===== config.mk =====
export PLATFORM = sky130hd
export DESIGN_NAME = parking_exit_controller_flat
export DESIGN_NICKNAME = d
export VERILOG_FILES = /design/src/rtl/parking_exit_controller_if.sv /design/src/rtl/parking_exit_controller.sv /design/src/flat_wrapper.sv
export SDC_FILE = /design/constraint.sdc
export NUM_CORES = 1
export LEC_CHECK = 0
export CAP_MARGIN = 40
export CORE_MARGIN = 2
export CORE_UTILIZATION = 40
export CTS_CLUSTER_SIZE = 28
export DETAILED_ROUTE_END_ITERATION = 8
export GPL_TIMING_DRIVEN = 0
export PLACE_DENSITY = 0.59
export SETUP_SLACK_MARGIN = 0.1
export SYNTH_ARGS = -nofsm -noshare
export SYNTH_HDL_FRONTEND = slang
export SYNTH_SLANG_ARGS = --single-unit

===== constraint.sdc =====
create_clock -name clk -period 8.26 [get_ports clk]
set_input_delay 0.826 -clock clk [delete_from_list [all_inputs] [get_ports clk]]
set_output_delay 0.826 -clock clk [all_outputs]
set_load 0.01 [all_outputs]

===== src/rtl/parking_exit_controller_if.sv =====
// rtl/parking_exit_controller_if.sv - exit gate sensors, code digits, lamps and occupancy display
interface parking_exit_controller_if;
   logic       sensor_exit;
   logic       sensor_back;
   logic [1:0] exit_code_1;
   logic [1:0] exit_code_2;
   logic       car_entered;
   logic       GREEN_LED;
   logic       RED_LED;
   logic       GATE_OPEN;
   logic [6:0] HEX_1;
   logic [6:0] HEX_2;
   logic       FULL;
   logic       EMPTY;

   modport master (
      output sensor_exit, sensor_back, exit_code_1, exit_code_2, car_entered,
      input  GREEN_LED, RED_LED, GATE_OPEN, HEX_1, HEX_2, FULL, EMPTY
   );

   modport slave (
      input  sensor_exit, sensor_back, exit_code_1, exit_code_2, car_entered,
      output GREEN_LED, RED_LED, GATE_OPEN, HEX_1, HEX_2, FULL, EMPTY
   );
endinterface


===== src/rtl/parking_exit_controller.sv =====
// rtl/parking_exit_controller.sv - exit gate FSM with code check, saturating occupancy and 7-seg display
module parking_exit_controller #(
   parameter int unsigned CAPACITY    = 15,
   parameter int unsigned WAIT_CYCLES = 4,
   parameter logic [1:0]  EXIT_CODE_1 = 2'b10,
   parameter logic [1:0]  EXIT_CODE_2 = 2'b01
) (
   input  logic                    clk,
   input  logic                    reset,
   parking_exit_controller_if.slave bus
);
   localparam logic [2:0] IDLE       = 3'd0;
   localparam logic [2:0] WAIT_CODE  = 3'd1;
   localparam logic [2:0] WRONG_CODE = 3'd2;
   localparam logic [2:0] OPEN       = 3'd3;
   localparam logic [2:0] STOP       = 3'd4;

   localparam int unsigned       WAIT_W    = (WAIT_CYCLES > 2) ? $clog2(WAIT_CYCLES) : 1;
   localparam logic [WAIT_W-1:0] WAIT_LAST = WAIT_W'(WAIT_CYCLES - 1);
   localparam logic [6:0]        CAP       = 7'(CAPACITY);

   logic [2:0]        state, state_nxt;
   logic [WAIT_W-1:0] wait_cnt, wait_nxt;
   logic [6:0]        occ, occ_nxt;
   logic              code_ok;
   logic              commit;
   logic              green_q, red_q, gate_q;
   logic [6:0]        hex1_q, hex2_q;
   logic              full_q, empty_q;

   function automatic logic is_red_state(input logic [2:0] s);
      return (s == WRONG_CODE) || (s == STOP);
   endfunction

   function automatic logic [6:0] seg7(input logic [6:0] d);
      case (d)
         7'd0:    return 7'b1000000;
         7'd1:    return 7'b1111001;
         7'd2:    return 7'b0100100;
         7'd3:    return 7'b0110000;
         7'd4:    return 7'b0011001;
         7'd5:    return 7'b0010010;
         7'd6:    return 7'b0000010;
         7'd7:    return 7'b1111000;
         7'd8:    return 7'b0000000;
         7'd9:    return 7'b0010000;
         default: return 7'b1111111;
      endcase
   endfunction

   assign code_ok = (bus.exit_code_1 == EXIT_CODE_1) && (bus.exit_code_2 == EXIT_CODE_2);
   // The leading car commits its exit when it clears the gate, whether or not a tailgater follows.
   assign commit  = (state == OPEN) && bus.sensor_back;

   always_comb begin
      state_nxt = state;
      wait_nxt  = wait_cnt;
      case (state)
         IDLE: begin
            if (bus.sensor_exit && (occ != 7'd0)) begin
               state_nxt = WAIT_CODE;
               wait_nxt  = '0;
            end
         end
         WAIT_CODE: begin
            if (!bus.sensor_exit)
               state_nxt = IDLE;
            else if (wait_cnt == WAIT_LAST)
               state_nxt = code_ok ? OPEN : WRONG_CODE;
            else
               wait_nxt = wait_cnt + 1'b1;
         end
         WRONG_CODE: begin
            if (code_ok)
               state_nxt = OPEN;
            else if (!bus.sensor_exit)
               state_nxt = IDLE;
         end
         OPEN: begin
            if (bus.sensor_back)
               state_nxt = bus.sensor_exit ? STOP : IDLE;
         end
         STOP: begin
            if (code_ok)
               state_nxt = OPEN;
         end
         default: state_nxt = IDLE;
      endcase
   end

   // An entry and an exit in the same clock cancel out, even at the saturation limits.
   always_comb begin
      occ_nxt = occ;
      if (bus.car_entered && !commit) begin
         if (occ < CAP)
            occ_nxt = occ + 7'd1;
      end else if (commit && !bus.car_entered) begin
         if (occ != 7'd0)
            occ_nxt = occ - 7'd1;
      end
   end

   always_ff @(posedge clk) begin
      if (reset) begin
         state    <= IDLE;
         wait_cnt <= '0;
         occ      <= 7'd0;
         green_q  <= 1'b0;
         red_q    <= 1'b0;
         gate_q   <= 1'b0;
         hex1_q   <= 7'b1000000;
         hex2_q   <= 7'b1000000;
         full_q   <= 1'b0;
         empty_q  <= 1'b1;
      end else begin
         state    <= state_nxt;
         wait_cnt <= wait_nxt;
         occ      <= occ_nxt;
         gate_q   <= (state_nxt == OPEN);
         green_q  <= (state_nxt == OPEN) ? ((state == OPEN) ? ~green_q : 1'b1) : 1'b0;
         red_q    <= is_red_state(state_nxt) ? (is_red_state(state) ? ~red_q : 1'b1) : 1'b0;
         // Display and flags follow the registered count, so they trail it by one clock.
         hex1_q   <= seg7(occ / 7'd10);
         hex2_q   <= seg7(occ % 7'd10);
         full_q   <= (occ == CAP);
         empty_q  <= (occ == 7'd0);
      end
   end

   assign bus.GREEN_LED = green_q;
   assign bus.RED_LED   = red_q;
   assign bus.GATE_OPEN = gate_q;
   assign bus.HEX_1     = hex1_q;
   assign bus.HEX_2     = hex2_q;
   assign bus.FULL      = full_q;
   assign bus.EMPTY     = empty_q;
endmodule

===== src/flat_wrapper.sv =====
// flat-port wrapper written by rule: the top's interface ports become plain ports
module parking_exit_controller_flat 
#(
   parameter int unsigned CAPACITY    = 15,
   parameter int unsigned WAIT_CYCLES = 4,
   parameter logic [1:0]  EXIT_CODE_1 = 2'b10,
   parameter logic [1:0]  EXIT_CODE_2 = 2'b01
)
  (clk, reset, bus_sensor_exit, bus_sensor_back, bus_exit_code_1, bus_exit_code_2, bus_car_entered, bus_GREEN_LED, bus_RED_LED, bus_GATE_OPEN, bus_HEX_1, bus_HEX_2, bus_FULL, bus_EMPTY);
  parking_exit_controller_if bus_i ();
  input  logic clk;
  input  logic reset;
  input wire logic [$bits(bus_i.sensor_exit)-1:0] bus_sensor_exit;
  input wire logic [$bits(bus_i.sensor_back)-1:0] bus_sensor_back;
  input wire logic [$bits(bus_i.exit_code_1)-1:0] bus_exit_code_1;
  input wire logic [$bits(bus_i.exit_code_2)-1:0] bus_exit_code_2;
  input wire logic [$bits(bus_i.car_entered)-1:0] bus_car_entered;
  output wire logic [$bits(bus_i.GREEN_LED)-1:0] bus_GREEN_LED;
  output wire logic [$bits(bus_i.RED_LED)-1:0] bus_RED_LED;
  output wire logic [$bits(bus_i.GATE_OPEN)-1:0] bus_GATE_OPEN;
  output wire logic [$bits(bus_i.HEX_1)-1:0] bus_HEX_1;
  output wire logic [$bits(bus_i.HEX_2)-1:0] bus_HEX_2;
  output wire logic [$bits(bus_i.FULL)-1:0] bus_FULL;
  output wire logic [$bits(bus_i.EMPTY)-1:0] bus_EMPTY;
  assign bus_i.sensor_exit = bus_sensor_exit;
  assign bus_i.sensor_back = bus_sensor_back;
  assign bus_i.exit_code_1 = bus_exit_code_1;
  assign bus_i.exit_code_2 = bus_exit_code_2;
  assign bus_i.car_entered = bus_car_entered;
  assign bus_GREEN_LED = bus_i.GREEN_LED;
  assign bus_RED_LED = bus_i.RED_LED;
  assign bus_GATE_OPEN = bus_i.GATE_OPEN;
  assign bus_HEX_1 = bus_i.HEX_1;
  assign bus_HEX_2 = bus_i.HEX_2;
  assign bus_FULL = bus_i.FULL;
  assign bus_EMPTY = bus_i.EMPTY;
  parking_exit_controller #(.CAPACITY(CAPACITY), .WAIT_CYCLES(WAIT_CYCLES), .EXIT_CODE_1(EXIT_CODE_1), .EXIT_CODE_2(EXIT_CODE_2)) u_core (.clk(clk), .reset(reset), .bus(bus_i));
endmodule

==> results.md, run 1 <==
- DRT Pass-1 Iters: 4
- Max Transition Viols Final: 0
- Gr usage total: 18.94%
- Worst Path Max Fanout: 10
- Total Wirelength: 5817 µm
- Per-cell routed wire length: 14.43 µm
- GPL Wtd Cong: 0.8471
- Vias in the first global route: 2036
- CP arrival: 4130 ps
- Unrepaired setup endpoints after global routing: no
- Drt drc: 0
- Pwr/cell area: 479.2 nW/µm²
- Flip-flop and latch area: 620.6 µm²
- DR WL met2: 2762 µm
- WS Path Type: flip-flop to flip-flop
- # IOs: 28
- CTS tree: done
- Outcome: complete, no violations
- Overflow after GRT: 0
- Most frequent cell after synthesis: dfxtp_1
- Post-synth EDFFs: 0
- Worst skew pair latency: 290 ps
- Via count: 2279
- Final number of setup-violating endpoints: 0
- Synth-to-layout area growth: 19.87%
- Synth cell count leaders: dfxtp_1, nor2_1, a21oi_1, nand2_1, ha_1
- First-pass GRT wire length: 9591 µm
- Hold WC Path Type: flip-flop to flip-flop
- Die Wd: 80.73 µm
- Antenna diode count: 0
- Worst endpoint required time: 8410 ps
- CP startpoint kind: flip-flop
- Highest metal used: met4
- M1 WL: 2691 µm
- Met3 wire length: 281 µm
- Largest net degree at the start of global routing: 11
- Hold slack: 452.0 ps
- Post-route ant nets: 0
- # resized after CTS: 0
- Seq pwr share: 16.8%
- Cell Int Power: 709.6 µW
- Max Clk Rate: 251.4 MHz
- H-Tree Depth: 2
- Post-DP HPWL: 4461 µm
- Crit end category: flip-flop
- Area share of the largest cell type after synthesis: 26.35%
- TritonCTS Buffers: 5
- Synth Warn #: 0
- Post-synth cell types: 62
- DR vias/cell: 5.655
- Die height: 80.73 µm
- Share of layout cells above drive strength 1: 6.949%
- Hold path start: u_core.bus.GREEN_LED
- Syn_area_per_cell: 7.928 µm²
- Syn Inst Count: 297
- Async SR Flop Fraction: 0%
- Maximum clock path buffer count: 2
- Reg2reg start: u_core.occ[5]
- Synth Cell Area: 2355 µm²
- Slew HR: 53.57%
- Power Total: 1353 µW
- Ys flop type: dfxtp_1
- Max-Cap Viols: 0
- # rows: 27
- Sw Ratio: 47.54%
- Root buffer cell: clkbuf_8
- Clk sink count: 31
- Placeable Area: 5608 µm²
- Pleak: 0.001108 µW
- Final setup TNS: 0 ps
- Initial Utilization: 41.99%
- Synth area leader: dfxtp_1
- Nets@finish: 355
- Clock transition at path regs: 70 ps
- Final Cycle Share: 48.17%
- Final worst setup slack: 4282 ps
- Initial antenna violation count: 0
- Die Area: 6517 µm²
- Worst slew pin tran: 690.1 ps
- Sw Pwr: 643.0 µW
- Fillers: 555
- Logic pwr share: 71.6%
- Clock power frac: 11.6%
- Final Hold Viols: 0
- Dpl ws: 4323 ps
- Min Tclk post-route: 3978 ps
- Post-CTS Hold Buffers: 0
- Largest cells by area after synthesis: dfxtp_1, ha_1, a21oi_1, nor2_1, mux2i_1
- Multi-input logic area: 1569 µm²
- Seq cells post-synth: 31
- Initial DRC count: 142
- Peak supply drop: 0.1679 mV
- IO buf count: 26
- Layout Skew: 3.419 ps
- Post-CTS setup buffers: 0
- Crit. Startpoint: u_core.occ[5]
- Sequential-to-total area share from yosys stat: 26.35%
- Syn nets: 322
power groups by stage:
| stage | Clock (µW) | Sequential, µW | Combinational (µW) |
|---|---|---|---|
| 6_report | 157 | 227 | 968 |
| 5_1_grt | 167 | 232 | 1080 |
| 4_1_cts | 161 | 228 | 962 |
| 3_5_place_dp | 0 | 231 | 956 |
| 3_3_place_gp | 0 | 230 | 953 |
| 2_1_floorplan | 0 | 235 | 731 |
sequential cells by signal (all words and copies together), names as in the netlist:
name,flops
u_core.bus.EMPTY,1
u_core.bus.FULL,1
u_core.bus.GATE_OPEN,1
u_core.bus.GREEN_LED,1
u_core.bus.HEX_1,7
u_core.bus.HEX_2,7
u_core.bus.RED_LED,1
u_core.occ,7
u_core.state,3
u_core.wait_cnt,2
placed cells by master, fill, tap and decap left out, types with 6 or more instances in the layout:
cell type        instances
xnor2_1                  9
mux2i_1                  9
a211oi_1                 7
a21oi_1                 26
nor2_1                  27
nor3_1                  11
clkbuf_1                14
clkbuf_8                 6
clkdlybuf4s50_1         26
o21ai_0                 11
inv_1                   12
nand2_1                 21
ha_1                    15
dfxtp_1                 31
area by class of cell:
class,count,share of cell area [%]
clock inverter,2,1.241
tap,72,3.191
inverter,13,1.906
buffer,22,3.945
timing repair buffer,26,9.220
clock buffer,6,2.926
sequential,31,21.99
multi-input combinational,231,55.58
per-stage QoR:
step / util (%) / area, µm² / instances
6_report: 50.33 / 2823 / 403
5_1_grt: 50.33 / 2823 / 403
4_1_cts: 50.33 / 2823 / 403
3_5_place_dp: 48.24 / 2705 / 395
3_3_place_gp: 48.24 / 2705 / 395
2_1_floorplan: - / 2355 / 297
cells by family (layout without fill, tap and decap cells):
kind of cell	after synthesis	after routing	share of synthesized area, %
compound gates	88	88	24.60
simple gates	105	105	24.02
xor+xnor	11	11	4.411
buf+inv	35	69	7.013
mux	11	11	4.782
fa+ha+maj	16	16	8.820
flops	31	31	26.36
worst max-delay path, stage by stage, from the launching register on:
cell	delay, ps
dfxtp_1	330
buf_4	170
buf_6	150
clkbuf_1	370
nor2_1	140
a21oi_1	180
o211a_1	240
ha_1	320
a2111oi_0	110
o31a_1	330
or4_4	590
inv_6	120
mux2_2	350
a21oi_1	310
a31oi_1	120
final timing paths:
path	end	slack [ps]	cells past startpoint
setup / recovery	u_core.bus.HEX_2[3]	4280	14
hold / removal	u_core.bus.GREEN_LED	450	1
setup reg to reg	u_core.bus.HEX_2[3]	4280	14
hold reg to reg	u_core.bus.GREEN_LED	450	1
metal layers:
metal,vias to the layer above,GRT usage [%]
li1,1147,-
met1,1066,23.93
met2,56,32.00
met3,10,4.157
met4,0,6.102
met5,-,0
Power figures use the tool's default switching activity.
==> run 2, diff against run 1 <==
==> constraint.sdc (replaced) <==
create_clock -name clk -period 3.9 [get_ports clk]
set_input_delay 0.39 -clock clk [delete_from_list [all_inputs] [get_ports clk]]
set_output_delay 0.39 -clock clk [all_outputs]
set_load 0.01 [all_outputs]
==> results.md, run 2 (synthesis results as in run 1) <==
- CP arrival: 3700 ps
- DR vias/cell: 5.620
- Overflow after GRT: 0
- Outcome: complete, no violations
- GPL Wtd Cong: 0.8471
- CTS tree: done
- Synth-to-layout area growth: 21.20%
- Logic pwr share: 72.4%
- Via count: 2265
- Commonest non-fill, non-tap cell in the layout: dfxtp_1
- Power Total: 2938 µW
- Initial Utilization: 41.99%
- Post-CTS Hold Buffers: 0
- Largest net degree at the start of global routing: 11
- Max Transition Viols Final: 0
- Slew HR: 53.59%
- Clk sink count: 31
- Per-cell routed wire length: 14.40 µm
- # rows: 27
- Gr usage total: 18.94%
- Most frequent cells in the layout: dfxtp_1, nor2_1, clkdlybuf4s50_1, a21oi_1, nand2_1
- Pleak: 0.001125 µW
- Maximum clock path buffer count: 2
- Worst skew pair latency: 290 ps
- First-pass GRT wire length: 9591 µm
- Placeable Area: 5608 µm²
- Final Hold Viols: 0
- Die height: 80.73 µm
- Initial antenna violation count: 0
- Root buffer cell: clkbuf_8
- Worst endpoint required time: 4050 ps
- Post-DP HPWL: 4461 µm
- Clock power frac: 11.3%
- Initial DRC count: 169
- Total Wirelength: 5802 µm
- Antenna diode count: 0
- Sw Pwr: 1384 µW
- Nets@finish: 355
- Share of layout cells above drive strength 1: 9.063%
- Vias in the first global route: 2036
- Hold WC Path Type: flip-flop to flip-flop
- Peak supply drop: 0.3884 mV
- Sw Ratio: 47.11%
- TritonCTS Buffers: 5
- Cell Int Power: 1554 µW
- Clock transition at path regs: 70 ps
- Post-CTS setup buffers: 0
- Max-Cap Viols: 0
- H-Tree Depth: 2
- Unrepaired setup endpoints after global routing: no
- DRT Pass-1 Iters: 4
- Max Clk Rate: 282.0 MHz
- Worst Path Max Fanout: 10
- WS Path Type: flip-flop to flip-flop
- Die Wd: 80.73 µm
- Worst slew pin tran: 689.8 ps
- # IOs: 28
- Layout Skew: 2.371 ps
- Crit end category: flip-flop
- Drt drc: 0
- IO buf count: 26
- Fin util: 50.89%
- Final number of setup-violating endpoints: 0
- Post-route ant nets: 0
- Seq pwr share: 16.4%
- Min Tclk post-route: 3547 ps
- Die Area: 6517 µm²
- CP startpoint kind: flip-flop
- Final Cycle Share: 90.94%
- Pwr/cell area: 1030 nW/µm²
-- run 2: cell types whose count changed in the layout (fill, tap and decap cells not counted) --
cell	previous run	this run
clkbuf_4	0	1
clkbuf_1	14	10
ha_1	15	14
ha_4	0	1
a21oi_2	0	1
clkbuf_2	0	3
nor4b_1	3	2
a21oi_1	26	25
nor4b_2	0	1
a2111oi_1	0	1
a2111oi_0	2	1
-- run 2: power groups by stage --
| stage | logic, µW | clock network (µW) | registers [µW] |
|---|---|---|---|
| after CTS | 2040 | 342 | 483 |
| final | 2130 | 332 | 481 |
| after global placement | 2020 | 0 | 488 |
| after global routing | 2370 | 354 | 492 |
| after floorplan | 1550 | 0 | 499 |
| after detailed placement | 2030 | 0 | 490 |
-- run 2: final timing paths --
| path | start | endpoint | slack [ps] | depth (start not counted) |
|---|---|---|---|---|
| setup / recovery | u_core.occ[2] | u_core.bus.HEX_2[4] | 350 | 11 |
| hold / removal | u_core.bus.GREEN_LED | u_core.bus.GREEN_LED | 450 | 1 |
| setup reg to reg | u_core.occ[2] | u_core.bus.HEX_2[4] | 350 | 11 |
| hold reg to reg | u_core.bus.GREEN_LED | u_core.bus.GREEN_LED | 450 | 1 |
-- run 2: final cells by class --
| cell class | count | area (µm²) |
|---|---|---|
| Fill cell | 556 | 2754 |
| Multi-Input combinational cell | 231 | 1593 |
| Sequential cell | 31 | 620.6 |
| Timing Repair Buffer | 26 | 260.3 |
| Buffer | 22 | 118.9 |
| Tap cell | 72 | 90.09 |
| Clock buffer | 6 | 82.58 |
| Inverter | 13 | 53.80 |
| Clock inverter | 2 | 35.03 |
-- run 2: per-stage QoR --
step | instances | hold WS (ps) | worst slack, ps | instance area [µm²] | TNS (ps)
2_1_floorplan | 297 | 464.6 | 491.7 | 2355 | 0
3_3_place_gp | 395 | 436.7 | -30.69 | 2705 | -96.84
3_5_place_dp | 395 | 446.7 | -36.51 | 2705 | -105.6
4_1_cts | 403 | 455.0 | 136.0 | 2825 | 0
5_1_grt | 403 | 464.7 | 127.7 | 2854 | 0
6_report | 403 | 454.5 | 353.5 | 2854 | 0
-- run 2: repair_timing --
item,CTS,global route
resized for setup,2,11
pin swaps,0,0
endpoints found under the setup margin,7,8
-- run 2: worst max-delay path, stage by stage, from the launching register on --
cell       delay [ps]
dfxtp_1           380
clkbuf_1          380
clkbuf_2          330
o211a_1           300
ha_4              200
a2111oi_0          70
o31a_1            330
or4_4             580
inv_6             120
mux2_2            380
nor4b_2           260
nor3_1             60
-- run 2: metal layers --
| metal | vias up | share of wire [%] | GRT usage, % |
|---|---|---|---|
| met5 | - | 0 | 0 |
| met4 | 0 | 1.3 | 6.102 |
| met3 | 8 | 5.5 | 4.157 |
| met2 | 59 | 47 | 32.00 |
| met1 | 1053 | 46 | 23.93 |
| li1 | 1145 | - | - |
==> run 3, diff against run 2 <==
--- a/config.mk
+++ b/config.mk
@@ -10,7 +10,6 @@
 export CORE_UTILIZATION = 40
 export CTS_CLUSTER_SIZE = 28
 export DETAILED_ROUTE_END_ITERATION = 8
-export GPL_TIMING_DRIVEN = 0
 export PLACE_DENSITY = 0.59
 export SETUP_SLACK_MARGIN = 0.1
 export SYNTH_ARGS = -nofsm -noshare
==> results.md, run 3 (synthesis results as in run 1) <==
- IO buf count: 27
- R2R Path End: u_core.bus.HEX_2[4]
- Overflow after GRT: 0
- Synth-to-layout area growth: 19.02%
- DRT Pass-1 Iters: 4
- Most frequent cells in the layout: dfxtp_1, nor2_1, clkdlybuf4s50_1, a21oi_1, nand2_1
- Die Area: 6517 µm²
- Layout Skew: 3.713 ps
- Post-place instance area: 2679 µm²
- Power Total: 2846 µW
- Reg2Reg Depth: 12
- Max Transition Viols Final: 0
- Commonest non-fill, non-tap cell in the layout: dfxtp_1
- Pleak: 0.001111 µW
- Buffers plus inverters on the worst setup path: 1
- Crit-path max cell delay: 570 ps
- Post-DP HPWL: 4199 µm
- Initial DRC count: 86
- CP Cell Sequence: nand2b_1, o21ai_0, a21oi_1, o211a_1, ha_1, a2111oi_1, o31a_1, or4_4, inv_6, mux2_2, nor4b_1, nor3_1
- Worst hold endpoint: u_core.bus.GREEN_LED
- Die height: 80.73 µm
- Post-CTS setup buffers: 0
- H-Tree Depth: 2
- Pwr/cell area: 1015 nW/µm²
- Final setup TNS: 0 ps
- Final number of setup-violating endpoints: 0
- Crit end category: flip-flop
- Finished Layout Cells: 391
- Final Hold Viols: 0
- Via count: 2198
- Die Wd: 80.73 µm
- # rows: 27
- Antenna diode count: 0
- Inst Count DP: 383
- Worst skew pair latency: 280 ps
- Largest net degree at the start of global routing: 26
- Min Tclk post-route: 3478 ps
- Slowest CP cell: or4_4
- Unrepaired setup endpoints after global routing: no
- Nets@finish: 343
- TritonCTS Buffers: 5
- Design area: 2803 µm²
- Drt drc: 0
- Maximum clock path buffer count: 2
- CP arrival: 3640 ps
- Post-route ant nets: 0
- Hold path start: u_core.bus.GREEN_LED
- DR vias/cell: 5.621
- Clk sink count: 31
- Initial Utilization: 41.99%
- Crit-path leading delay family: simple AND/OR/NAND/NOR gates
- Placeable Area: 5608 µm²
- CTS tree: done
- Max-Cap Viols: 0
- WS Path Type: flip-flop to flip-flop
- Total Wirelength: 5431 µm
- First-pass GRT wire length: 9108 µm
- # IOs: 28
- Worst slew pin tran: 709.6 ps
- Outcome: complete, no violations
- Post-CTS Hold Buffers: 0
- WHS Path Cells: 1
- Hold WC Path Type: flip-flop to flip-flop
- Fin util: 49.98%
- Gr usage total: 17.88%
- Final Cycle Share: 89.18%
- Per-cell routed wire length: 13.89 µm
- Reg2reg start: u_core.occ[4]
- Worst endpoint required time: 4060 ps
- Vias in the first global route: 1998
- Initial antenna violation count: 0
- R2R setup slack: 420 ps
- Slew HR: 52.26%
- Clock transition at path regs: 70 ps
- Peak supply drop: 0.4685 mV
- Share of layout cells above drive strength 1: 8.464%
- Max Clk Rate: 287.5 MHz
- Worst Path Max Fanout: 9
- Root buffer cell: clkbuf_8
- CP startpoint kind: flip-flop
- GPL Wtd Cong: 0.8717
- # resized after CTS: 0
run 3: changes by cell type in the layout (fill, tap and decap cells not counted), moves of 2 or more:
| cell | previous run | this run |
|---|---|---|
| buf_6 | 2 | 0 |
| clkbuf_2 | 3 | 0 |
| clkbuf_1 | 10 | 0 |
| buf_2 | 2 | 0 |
| buf_4 | 3 | 8 |
run 3: worst max-delay path by stage:
stage	start	end	depth (start not counted)
after floorplan	u_core.occ[5]	u_core.bus.HEX_2[0]	14
after detailed placement	u_core.occ[6]	u_core.bus.HEX_2[1]	12
final	u_core.occ[4]	u_core.bus.HEX_2[4]	12
after global routing	u_core.occ[4]	u_core.bus.HEX_2[4]	12
after global placement	u_core.occ[6]	u_core.bus.HEX_2[4]	12
after CTS	u_core.occ[6]	u_core.bus.HEX_2[1]	12
run 3: area by class of cell:
type	instances	area, µm²
timing repair buffer	36	345.3
inverter	13	53.80
fill	567	2805
sequential	31	621.8
tap	72	90.09
clock buffer	6	82.58
multi-input combinational	231	1574
clock inverter	2	35.03
run 3: power by group:
group          internal (µW)  switching (µW)
registers                420            81.2
logic                    880            1140
clock network            207             120
total                   1510            1340
run 3: stage by stage:
stage / setup slack (ps) / hold WS [ps]
after global routing: 171.5 / 461.1
after floorplan: 491.7 / 464.6
final: 421.9 / 439.8
after detailed placement: 346.9 / 435.3
after CTS: 303.3 / 442.9
after global placement: 409.2 / 429.1
run 3: metal layers:
| layer | share of wire, % | wire length (µm) | track usage [%] |
|---|---|---|---|
| met5 | 0 | 0 | 0 |
| met3 | 2.9 | 156 | 4.607 |
| met2 | 49 | 2668 | 31.17 |
| met4 | 0.22 | 12 | 3.051 |
| met1 | 48 | 2593 | 22.50 |
run 3: worst register-to-register path, stage by stage, from the launching register on:
cell	delay [ps]
dfxtp_1	380
nand2b_1	270
o21ai_0	130
a21oi_1	200
o211a_1	250
ha_1	300
a2111oi_1	90
o31a_1	320
or4_4	570
inv_6	120
mux2_2	360
nor4b_1	300
nor3_1	80
